[config.mk]
export PLATFORM = sky130hd
export DESIGN_NAME = sub_pipe_16bits
export DESIGN_NICKNAME = d
export VERILOG_FILES = /design/src/rtl/sub_pipe_16bits.sv
export SDC_FILE = /design/constraint.sdc
export NUM_CORES = 1
export LEC_CHECK = 0
export CORE_UTILIZATION = 50
export DETAILED_ROUTE_END_ITERATION = 8
export PLACE_DENSITY = 0.79
export SYNTH_ARGS = -nofsm -noshare
export SYNTH_HDL_FRONTEND = slang
export SYNTH_SLANG_ARGS = --single-unit
[constraint.sdc]
create_clock -name clk -period 1.4 [get_ports clk]
set_input_delay 0.28 -clock clk [delete_from_list [all_inputs] [get_ports clk]]
set_output_delay 0.28 -clock clk [all_outputs]
set_load 0.05 [all_outputs]
[src/rtl/sub_pipe_16bits.sv]
// 16-bit subtractor, four nibble stages with borrow lookahead and a global valid/ready stall.
// Optional zero/negative/overflow flags are built only when SUB_FLAGS_EN is defined.
module sub_pipe_16bits (
  input  logic        clk,
  input  logic        rst_n,
  input  logic        in_valid,
  output logic        in_ready,
  input  logic [15:0] a,
  input  logic [15:0] b,
  input  logic        bin,
  output logic        out_valid,
  input  logic        out_ready,
  output logic [15:0] d,
  output logic        bout
`ifdef SUB_FLAGS_EN
  ,
  output logic        zf,
  output logic        nf,
  output logic        vf
`endif
);

  localparam int unsigned W  = 16;
  localparam int unsigned NB = 4;

  // Nibble subtract x - y - bi; returns {borrow_out, difference}.
  function automatic logic [NB:0] nib_sub(input logic [NB-1:0] x, input logic [NB-1:0] y,
                                          input logic bi);
    logic [NB-1:0] g;
    logic [NB-1:0] p;
    logic [NB:0]   c;
    g    = ~x & y;
    p    = ~(x ^ y);
    c[0] = bi;
    c[1] = g[0] | (p[0] & bi);
    c[2] = g[1] | (p[1] & g[0]) | (p[1] & p[0] & bi);
    c[3] = g[2] | (p[2] & g[1]) | (p[2] & p[1] & g[0]) | (p[2] & p[1] & p[0] & bi);
    c[4] = g[3] | (p[3] & g[2]) | (p[3] & p[2] & g[1]) | (p[3] & p[2] & p[1] & g[0])
         | (&p & bi);
    return {c[NB], x ^ y ^ c[NB-1:0]};
  endfunction

  logic          adv;
  logic          v0, v1, v2, v3;
  logic          br0, br1, br2;
  logic [3:0]    d0;
  logic [7:0]    d1;
  logic [11:0]   d2;
  logic [15:4]   a0, b0;
  logic [15:8]   a1, b1;
  logic [15:12]  a2, b2;
  logic [NB:0]   r0, r1, r2, r3;
  logic [W-1:0]  d_nxt;

  // Global stall: everything holds while a result waits at the output.
  assign adv       = !(v3 && !out_ready);
  assign in_ready  = adv;
  assign out_valid = v3;

  assign r0    = nib_sub(a[3:0],   b[3:0],   bin);
  assign r1    = nib_sub(a0[7:4],  b0[7:4],  br0);
  assign r2    = nib_sub(a1[11:8], b1[11:8], br1);
  assign r3    = nib_sub(a2[15:12], b2[15:12], br2);
  assign d_nxt = {r3[NB-1:0], d2};

  always_ff @(posedge clk or negedge rst_n) begin
    if (!rst_n) begin
      v0   <= 1'b0;
      v1   <= 1'b0;
      v2   <= 1'b0;
      v3   <= 1'b0;
      d0   <= '0;
      d1   <= '0;
      d2   <= '0;
      d    <= '0;
      br0  <= 1'b0;
      br1  <= 1'b0;
      br2  <= 1'b0;
      bout <= 1'b0;
      a0   <= '0;
      b0   <= '0;
      a1   <= '0;
      b1   <= '0;
      a2   <= '0;
      b2   <= '0;
    end else if (adv) begin
      v0   <= in_valid;
      d0   <= r0[NB-1:0];
      br0  <= r0[NB];
      a0   <= a[15:4];
      b0   <= b[15:4];
      v1   <= v0;
      d1   <= {r1[NB-1:0], d0};
      br1  <= r1[NB];
      a1   <= a0[15:8];
      b1   <= b0[15:8];
      v2   <= v1;
      d2   <= {r2[NB-1:0], d1};
      br2  <= r2[NB];
      a2   <= a1[15:12];
      b2   <= b1[15:12];
      v3   <= v2;
      d    <= d_nxt;
      bout <= r3[NB];
    end
  end

`ifdef SUB_FLAGS_EN
  // Flags use the sign bits still carried in the last stage's operand nibbles.
  always_ff @(posedge clk or negedge rst_n) begin
    if (!rst_n) begin
      zf <= 1'b0;
      nf <= 1'b0;
      vf <= 1'b0;
    end else if (adv) begin
      zf <= (d_nxt == '0);
      nf <= d_nxt[W-1];
      vf <= (a2[15] != b2[15]) && (d_nxt[W-1] != a2[15]);
    end
  end
`endif

endmodule

# == Word level (Yosys, flattened, before mapping) ==
# Cells that the tools add are included.
# word_totals
in_bits,37
out_inout_bits,19
ff_bits,96
# classes
reduce_logical,7
n_bitwise,120
# ops
operator,n
$and A1 B1 Y1,60
$or A1 B1 Y1,40
$not A4 Y4,8
$xor A4 B4 Y4,8
$and A4 B4 Y4,4
$reduce_and A4 Y1,4
$logic_not A1 Y1,2
$logic_and A1 B1 Y1,1

# == Depth between registers and ports, before layout ==
# Gate-level depths: netlist (run 1).
# logic_depth
word_depth,7
depth_mapped,6

# == Worst setup path before layout (run 1) ==
# OpenSTA, ideal clock, no wires.
# synth_path
kind,register -> output
from,"reg v3, in the netlist out_valid"
to,out in_ready
arrival_ns,1.195
path_stages_with_launch,5
slack_ns,-0.075
n_path_buf,3
required_time_ns,1.120
cell_sequence,dfrtp_1 -> nand2b_4 -> buf_6 -> buf_6 -> buf_6
# synth_via
elab_chain_cells,2
# synth_lines
item,line,text
start: declaration,44,"logic v0, v1, v2, v3;"
start signal: assignment,102,v3 <= v2;
$logic_and A1 B1 Y1,56,assign adv = !(v3 && !out_ready);
$logic_not A1 Y1,56,
end: declaration,7,"output logic in_ready,"
# No other way between the ends.

# == Worst setup path after layout (run 1) ==
# layout_path
from,reg a2[12] (netlist bit)
to,reg d[15]
# layout_via
elab_chain_cells,6
elab_cells_between_ends,10
cone_classes,bitwise: 10
# layout_lines
item,line,text
start: declaration,51,"logic [15:12] a2, b2;"
start signal: assignment,100,a2 <= a1[15:12];
$not A4 Y4 / $xor A4 B4 Y4 (equally long branches),"32, 33",
$and A4 B4 Y4 / $not A4 Y4 (equally long branches),"32, 33",
$and A1 B1 Y1,37,c[3] = g[2] | (p[2] & g[1]) | (p[2] & p[1] & g[0]) | (p[2] & p[1] & p[0] & bi);
$or A1 B1 Y1 / $and A1 B1 Y1 (equally long branches),37,
$or A1 B1 Y1 (*),37,
$xor A4 B4 Y4 (*),40,"return {c[NB], x ^ y ^ c[NB-1:0]};"
end signal: assignment,103,d <= d_nxt;
end: declaration,13,"output logic [15:0] d,"
# Every way passes the cells marked *; elsewhere a longest branch is shown, timed or not.
# A chain may end at the register's enable or synchronous reset.

==> results of run 1 <==
flip-flops by register name, summed over array words and instances, names as in the netlist:
register / cells
d0: 4
br1: 1
v0: 1
a1: 8
bout: 1
v2: 1
d: 16
br0: 1
b2: 4
d2: 12
a0: 12
v1: 1
a2: 4
b0: 12
b1: 8
d1: 8
out_valid: 1
br2: 1
routing by layer:
layer | vias up | routed length [um] | track usage [%]
met3 | 17 | 328 | 4.19
met4 | 0 | 201 | 10.2
li1 | 1284 | - | -
met2 | 63 | 4400 | 34.1
met5 | - | 0 | 0
met1 | 1335 | 3660 | 24.8
report_power, final:
part	switching, mW	internal, mW	total (mW)
Sequential	0.895	3.99	4.89
Combinational	3.34	4.31	7.65
Clock	0.941	0.737	1.68
Total	5.17	9.04	14.2
final cells by class:
cell class	count	area (um^2)
Sequential cell	96	2410
Fill cell	558	2390
Inverter	24	95.1
Timing Repair Buffer	99	1200
Clock inverter	2	15.0
Tap cell	105	131
Multi-Input combinational cell	188	1990
Clock buffer	13	159
worst max-delay path: stages, from the launching register on:
cell and delay [ns]:
dfrtp_1 0.41, inv_2 0.10, ha_4 0.21, a211oi_2 0.24, o21bai_2 0.14, xor2_1 0.18
a21oi_1 0.14
worst min-delay path by stage:
stage	from	end
floorplan	rst_n	a0[10]$_DFFE_PN0N_
global placement	rst_n	d[2]$_DFFE_PN0N_
detailed placement	rst_n	d1[0]$_DFFE_PN0N_
CTS	rst_n	d1[0]$_DFFE_PN0N_
global route	rst_n	d0[1]$_DFFE_PN0N_
finish	rst_n	d1[0]$_DFFE_PN0N_
through the flow:
step	cell area, um^2	setup slack (ns)	hold WS (ns)	TNS (ns)
after floorplan	4420	0.00143	-0.0156	0
after global placement	5510	-0.453	0.213	-17.97
after detailed placement	5510	-0.506	0.219	-19.11
after CTS	5830	-0.0650	0.376	-0.270
after global routing	5990	-0.139	0.419	-0.808
final	5990	-0.0832	0.375	-0.344
cells by family after synthesis:
group | count (synthesis)
compound gates | 55
xor+xnor | 12
fa+ha+maj | 24
buf+inv | 38
flops | 96
mux | 64
simple gates | 33
layout by cell type, fill, tap and decap left out, drive strengths merged, types with 8 or more instances in the layout:
cell type,instances
o21ai,19
a21oi,24
dfrtp,96
buf,61
clkbuf,15
clkdlybuf4s50,33
ha,20
nand2,15
xnor2,8
nor2,16
mux2,64
inv,24
timing repair:
item,in CTS,in global routing
resized for setup,25,24
endpoints found under the setup margin,15,36
endpoints found under the hold margin,23,0
cloned,0,2
pin swaps,18,19
hold buffers,1,0
buffers inserted,4,3
==> impl_metrics.yaml, run 1 <==
floorplan:
  rows: 33
  ioPinCount: 56
  die-area_um2: 9210
  core_area_um2: 8380
  dieHeight_um: 96.0
  die_width_um: 96.0
  start_util_pct: 52.7
yosys:
  synth_warnings: 0
  yosysMostFrequentCell: "dfrtp_1"
  avgSynthCellArea_um2: 13.7
  ys_async_sr_fraction_pct: 100
  synth_area_leaders: "dfrtp_1, mux2_4, ha_1"
  synth.cells.most_frequent: "dfrtp_1, mux2_4, a21oi_1, inv_1, ha_1"
  yosysTopAreaCellShare_pct: 54.4
  yosys.area.top_type: "dfrtp_1"
  synth_cells: 322
  ys_seq_elements: 96
  synthAdderAreaFrac_pct: 7.48
  synthMuxAreaShare_pct: 21.0
  synth_fp_nets: 383
  synth_compound_area_share_pct: 6.91
  synth_ff_type: "dfrtp_1"
  synth_top_family_by_area: "multiplexers"
  netlist_area_um2: 4420
  yosys.area_share.simple_pct: 3.09
  yosysSeqAreaShare_pct: 54.4
  synth_xor_xnor_area_share_pct: 2.38
  synth_cell_types: 20
  synth_edf_count: 0
sta:
  tightest_slew_ns: 0.383
  slew_headroom_pct: 74.5
  fin_crit_sh_pct: 106
  fmax_mhz: 674
  setup_viol: 7
  clock_skew_ns: 0.0111
  drv_slew: 0
  finalWorstSetupSlack_ns: -0.0832
  report.final.hold_viol_count: 0
  post-route-min-period_ns: 1.48
  rsz0062_at_grt: "true"
global_route:
  grt_pass1_wl_mm: 13.8
  grt_pass1_vias: 2865
  antenna_found_initial: 0
  grt_usage_pct: 20.3
  grt_max_degree: 36
  overflow: 0
setup_path:
  start_kind: "flop"
  setup.worst_path.class: "flop to flop"
  end_kind: "flop"
  cp-endpoint: "d[15]$_DFFE_PN0N_"
  timing.rr.end: "d[15]$_DFFE_PN0N_"
  crit_arrival_ns: 1.77
  path_max_fanout: 2
  reg2reg_depth: 6
  required_ns: 1.68
  critPathLaunch: "a2[12]$_DFFE_PN0N_"
  r2r-start: "a2[12]$_DFFE_PN0N_"
  r2r_setup_slack_ns: -0.08
cts:
  clockBufferDepth: 2
  clockRootBuffer: "clkbuf_8"
  htreeDepth: 3
  cts-buffers-inserted: 9
  clkTransAtPathRegs_ns: 0.09
  cts.sinks: 96
  clk-insertion-delay-late_ns: 0.36
  cts_tree: "yes"
route:
  via_per_inst: 5.12
  routed_wirelength_mm: 8.59
  via_count: 2699
  drcViolationCount: 0
  post_drt_wl_per_cell_um: 16.3
  drtPass1Iterations: 4
  final_antenna_net_count: 0
  drtIter0Drc: 93
power_and_ir_drop:
  power.density_nw_per_um2: 2370
  peakVddDrop_uv: 1430
  p_leak_nw: 2.83
  total_power_mw: 14.2
cells_and_area:
  final_layout_size_suffix_gt1_share_pct: 41.7
  area_delta_synth_final_pct: 35.8
  finalNonFillerCells: 527
  nets: 479
  diodes: 0
  fin_util_pct: 71.5
placement:
  gp_congestion: 0.784
  dp.cells: 503
  io_buffers: 55
  dp_hpwl_mm: 5.63
outcome:
  outcome: "finished, violations left"
  violations: "setup timing"
job:
  drv_cap: 0
worst_hold_path:
  hp-class: "primary input to async pin"
No activity file was read; power rests on OpenSTA's default activity.
==> run 2: changes to the inputs <==
--- a/config.mk
+++ b/config.mk
@@ -6,6 +6,7 @@
 export NUM_CORES = 1
 export LEC_CHECK = 0
 export CORE_UTILIZATION = 50
+export CTS_BUF_LIST = sky130_fd_sc_hd__clkbuf_8 sky130_fd_sc_hd__clkbuf_16
 export DETAILED_ROUTE_END_ITERATION = 8
 export PLACE_DENSITY = 0.79
 export SYNTH_ARGS = -nofsm -noshare
==> constraint.sdc (replaced) <==
create_clock -name clk -period 1.4 [get_ports clk]
set_input_delay 0.28 -clock clk [delete_from_list [all_inputs] [get_ports clk]]
set_output_delay 0.28 -clock clk [all_outputs]
set_load 0.1 [all_outputs]
==> run 2 against run 1 <==
Effect of this change: the run still ends with setup timing left; sequential share of layout area down 0.65 points; design area grew 1.6%; largest power group unchanged; combinational power rose by 14%; first-iteration DRC count decreased by 16%; clock skew up 0.0035 ns; via count up 0.37%; wire length shrank 6.0%; critical path depth shrank 3; worst hold slack lost 0.021 ns; clock power is 27% higher; fmax down 2.3%.
==> impl_metrics.yaml, run 2 (synthesis results as in run 1) <==
setup_path:
  required_ns: 1.12
  timing.rr.end: "a0[12]$_DFFE_PN0N_"
  r2r_setup_slack_ns: -0.08
  r2r-start: "out_valid$_DFFE_PN0N_"
  cp-endpoint: "in_ready"
  critPathLaunch: "out_valid$_DFFE_PN0N_"
  reg2reg_depth: 4
  start_kind: "flop"
  setup.worst_path.class: "flop to output port"
  path_max_fanout: 2
  crit_arrival_ns: 1.24
  end_kind: "output port"
cells_and_area:
  final_common_cell: "dfrtp_1"
  fin_util_pct: 72.7
  nets: 482
  fill_cells: 529
  regMostFlops: "d"
  layout_common_cells: "dfrtp_1, mux2_4, clkdlybuf4s50_1"
  largest_reg_flops: 16
  area_delta_synth_final_pct: 38.0
  final_layout_size_suffix_gt1_share_pct: 40.4
  diodes: 0
sta:
  tightest_slew_ns: 0.364
  clock_skew_ns: 0.0146
  slew_headroom_pct: 75.7
  post-route-min-period_ns: 1.52
  fin_crit_sh_pct: 108
  report.final.hold_viol_count: 0
  fmax_mhz: 659
  setup_viol: 67
  rsz0062_at_grt: "true"
  finalWorstSetupSlack_ns: -0.117
  drv_slew: 0
  fin_setup_tns_ns: -2.21
  hold_slack_ns: 0.355
placement:
  io_buffers: 55
  dp_hpwl_mm: 5.11
  gp_congestion: 0.732
floorplan:
  core_area_um2: 8380
  die-area_um2: 9210
  die_width_um: 96.0
  start_util_pct: 52.7
  rows: 33
  dieHeight_um: 96.0
  ioPinCount: 56
power_and_ir_drop:
  internal-power_mw: 9.53
  combPwrFrac_pct: 55.5
  clkPwrFrac_pct: 13.6
  p_sw_mw: 6.14
  seq_power_share_pct: 31.0
  power.density_nw_per_um2: 2570
  swShare_pct: 39.2
  p_leak_nw: 2.91
  peakVddDrop_uv: 1990
global_route:
  overflow: 0
  grt_pass1_wl_mm: 13.1
  grt_usage_pct: 19.2
  antenna_found_initial: 0
  grt_pass1_vias: 2782
  grt_max_degree: 39
route:
  via_count: 2709
  via_per_inst: 5.10
  routed_wirelength_mm: 8.07
  post_drt_wl_per_cell_um: 15.2
  drtIter0Drc: 78
  final_antenna_net_count: 0
  drtPass1Iterations: 4
  drcViolationCount: 0
outcome:
  outcome: "finished, violations left"
  violations: "setup timing"
cts:
  clockBufferDepth: 2
  clockRootBuffer: "clkbuf_8"
  clk-insertion-delay-late_ns: 0.37
  clkTransAtPathRegs_ns: 0.10
  cts-buffers-inserted: 9
  cts.sinks: 96
  cts_tree: "yes"
  htreeDepth: 3
job:
  drv_cap: 0
worst_hold_path:
  hp-class: "primary input to async pin"
[run 2: stage by stage]
step	instance area (um^2)	std cells	power [mW]	worst slack, ns
5_1_grt	6090	531	16.5	-0.175
2_1_floorplan	4440	322	10.1	-0.0786
3_3_place_gp	5500	505	12.4	-0.457
3_5_place_dp	5500	505	12.7	-0.488
4_1_cts	5910	526	15.3	-0.116
6_report	6090	531	15.7	-0.117
[run 2: critical path, cell delays in order, from the launching register on]
cell and delay, ns:
dfrtp_4 0.51, nand2b_4 0.10, buf_12 0.10, buf_12 0.16
[run 2: worst min-delay path by stage]
stage	start	to	slack [ns]	depth (start not counted)
global route	rst_n	d2[2]$_DFFE_PN0N_	0.40	2
CTS	rst_n	a1[15]$_DFFE_PN0N_	0.36	2
finish	rst_n	d[2]$_DFFE_PN0N_	0.35	2
detailed placement	rst_n	d[2]$_DFFE_PN0N_	0.22	1
floorplan	rst_n	a0[10]$_DFFE_PN0N_	-0.02	0
global placement	rst_n	d[2]$_DFFE_PN0N_	0.21	1
[run 2: cell type report]
cell class / count / area [um^2] / share of cell area, %
multi-input cells: 188 / 1950 / 32.0
inverters: 24 / 90.1 / 1.48
repair buffers: 102 / 1280 / 21.0
clock buffers: 9 / 124 / 2.03
well taps: 105 / 131 / 2.16
clock inverters: 7 / 114 / 1.87
flip-flops and latches: 96 / 2410 / 39.5
[run 2: repair_timing]
action,in CTS,in global routing
hold buffers,1,0
endpoints found under the setup margin,16,90
pin swaps,16,14
gates cloned,1,4
setup buffers,3,1
endpoints found under the hold margin,23,0
resized for setup,28,17
[run 2: power groups by stage]
stage	logic [mW]	registers, mW	clock network (mW)
after floorplan	3.61	6.47	0
after global placement	7.62	4.81	0
after detailed placement	7.83	4.87	0
after CTS	8.30	4.83	2.15
after global routing	9.24	5.00	2.30
final	8.69	4.85	2.13
[run 2: layer usage]
metal  GRT usage, %  wire length (um)  vias up
met2           32.4              4100       60
met1           23.4              3540     1350
li1               -                 -     1285
met5              0                 0        -
met4           5.60               103        0
met3           6.48               332       14
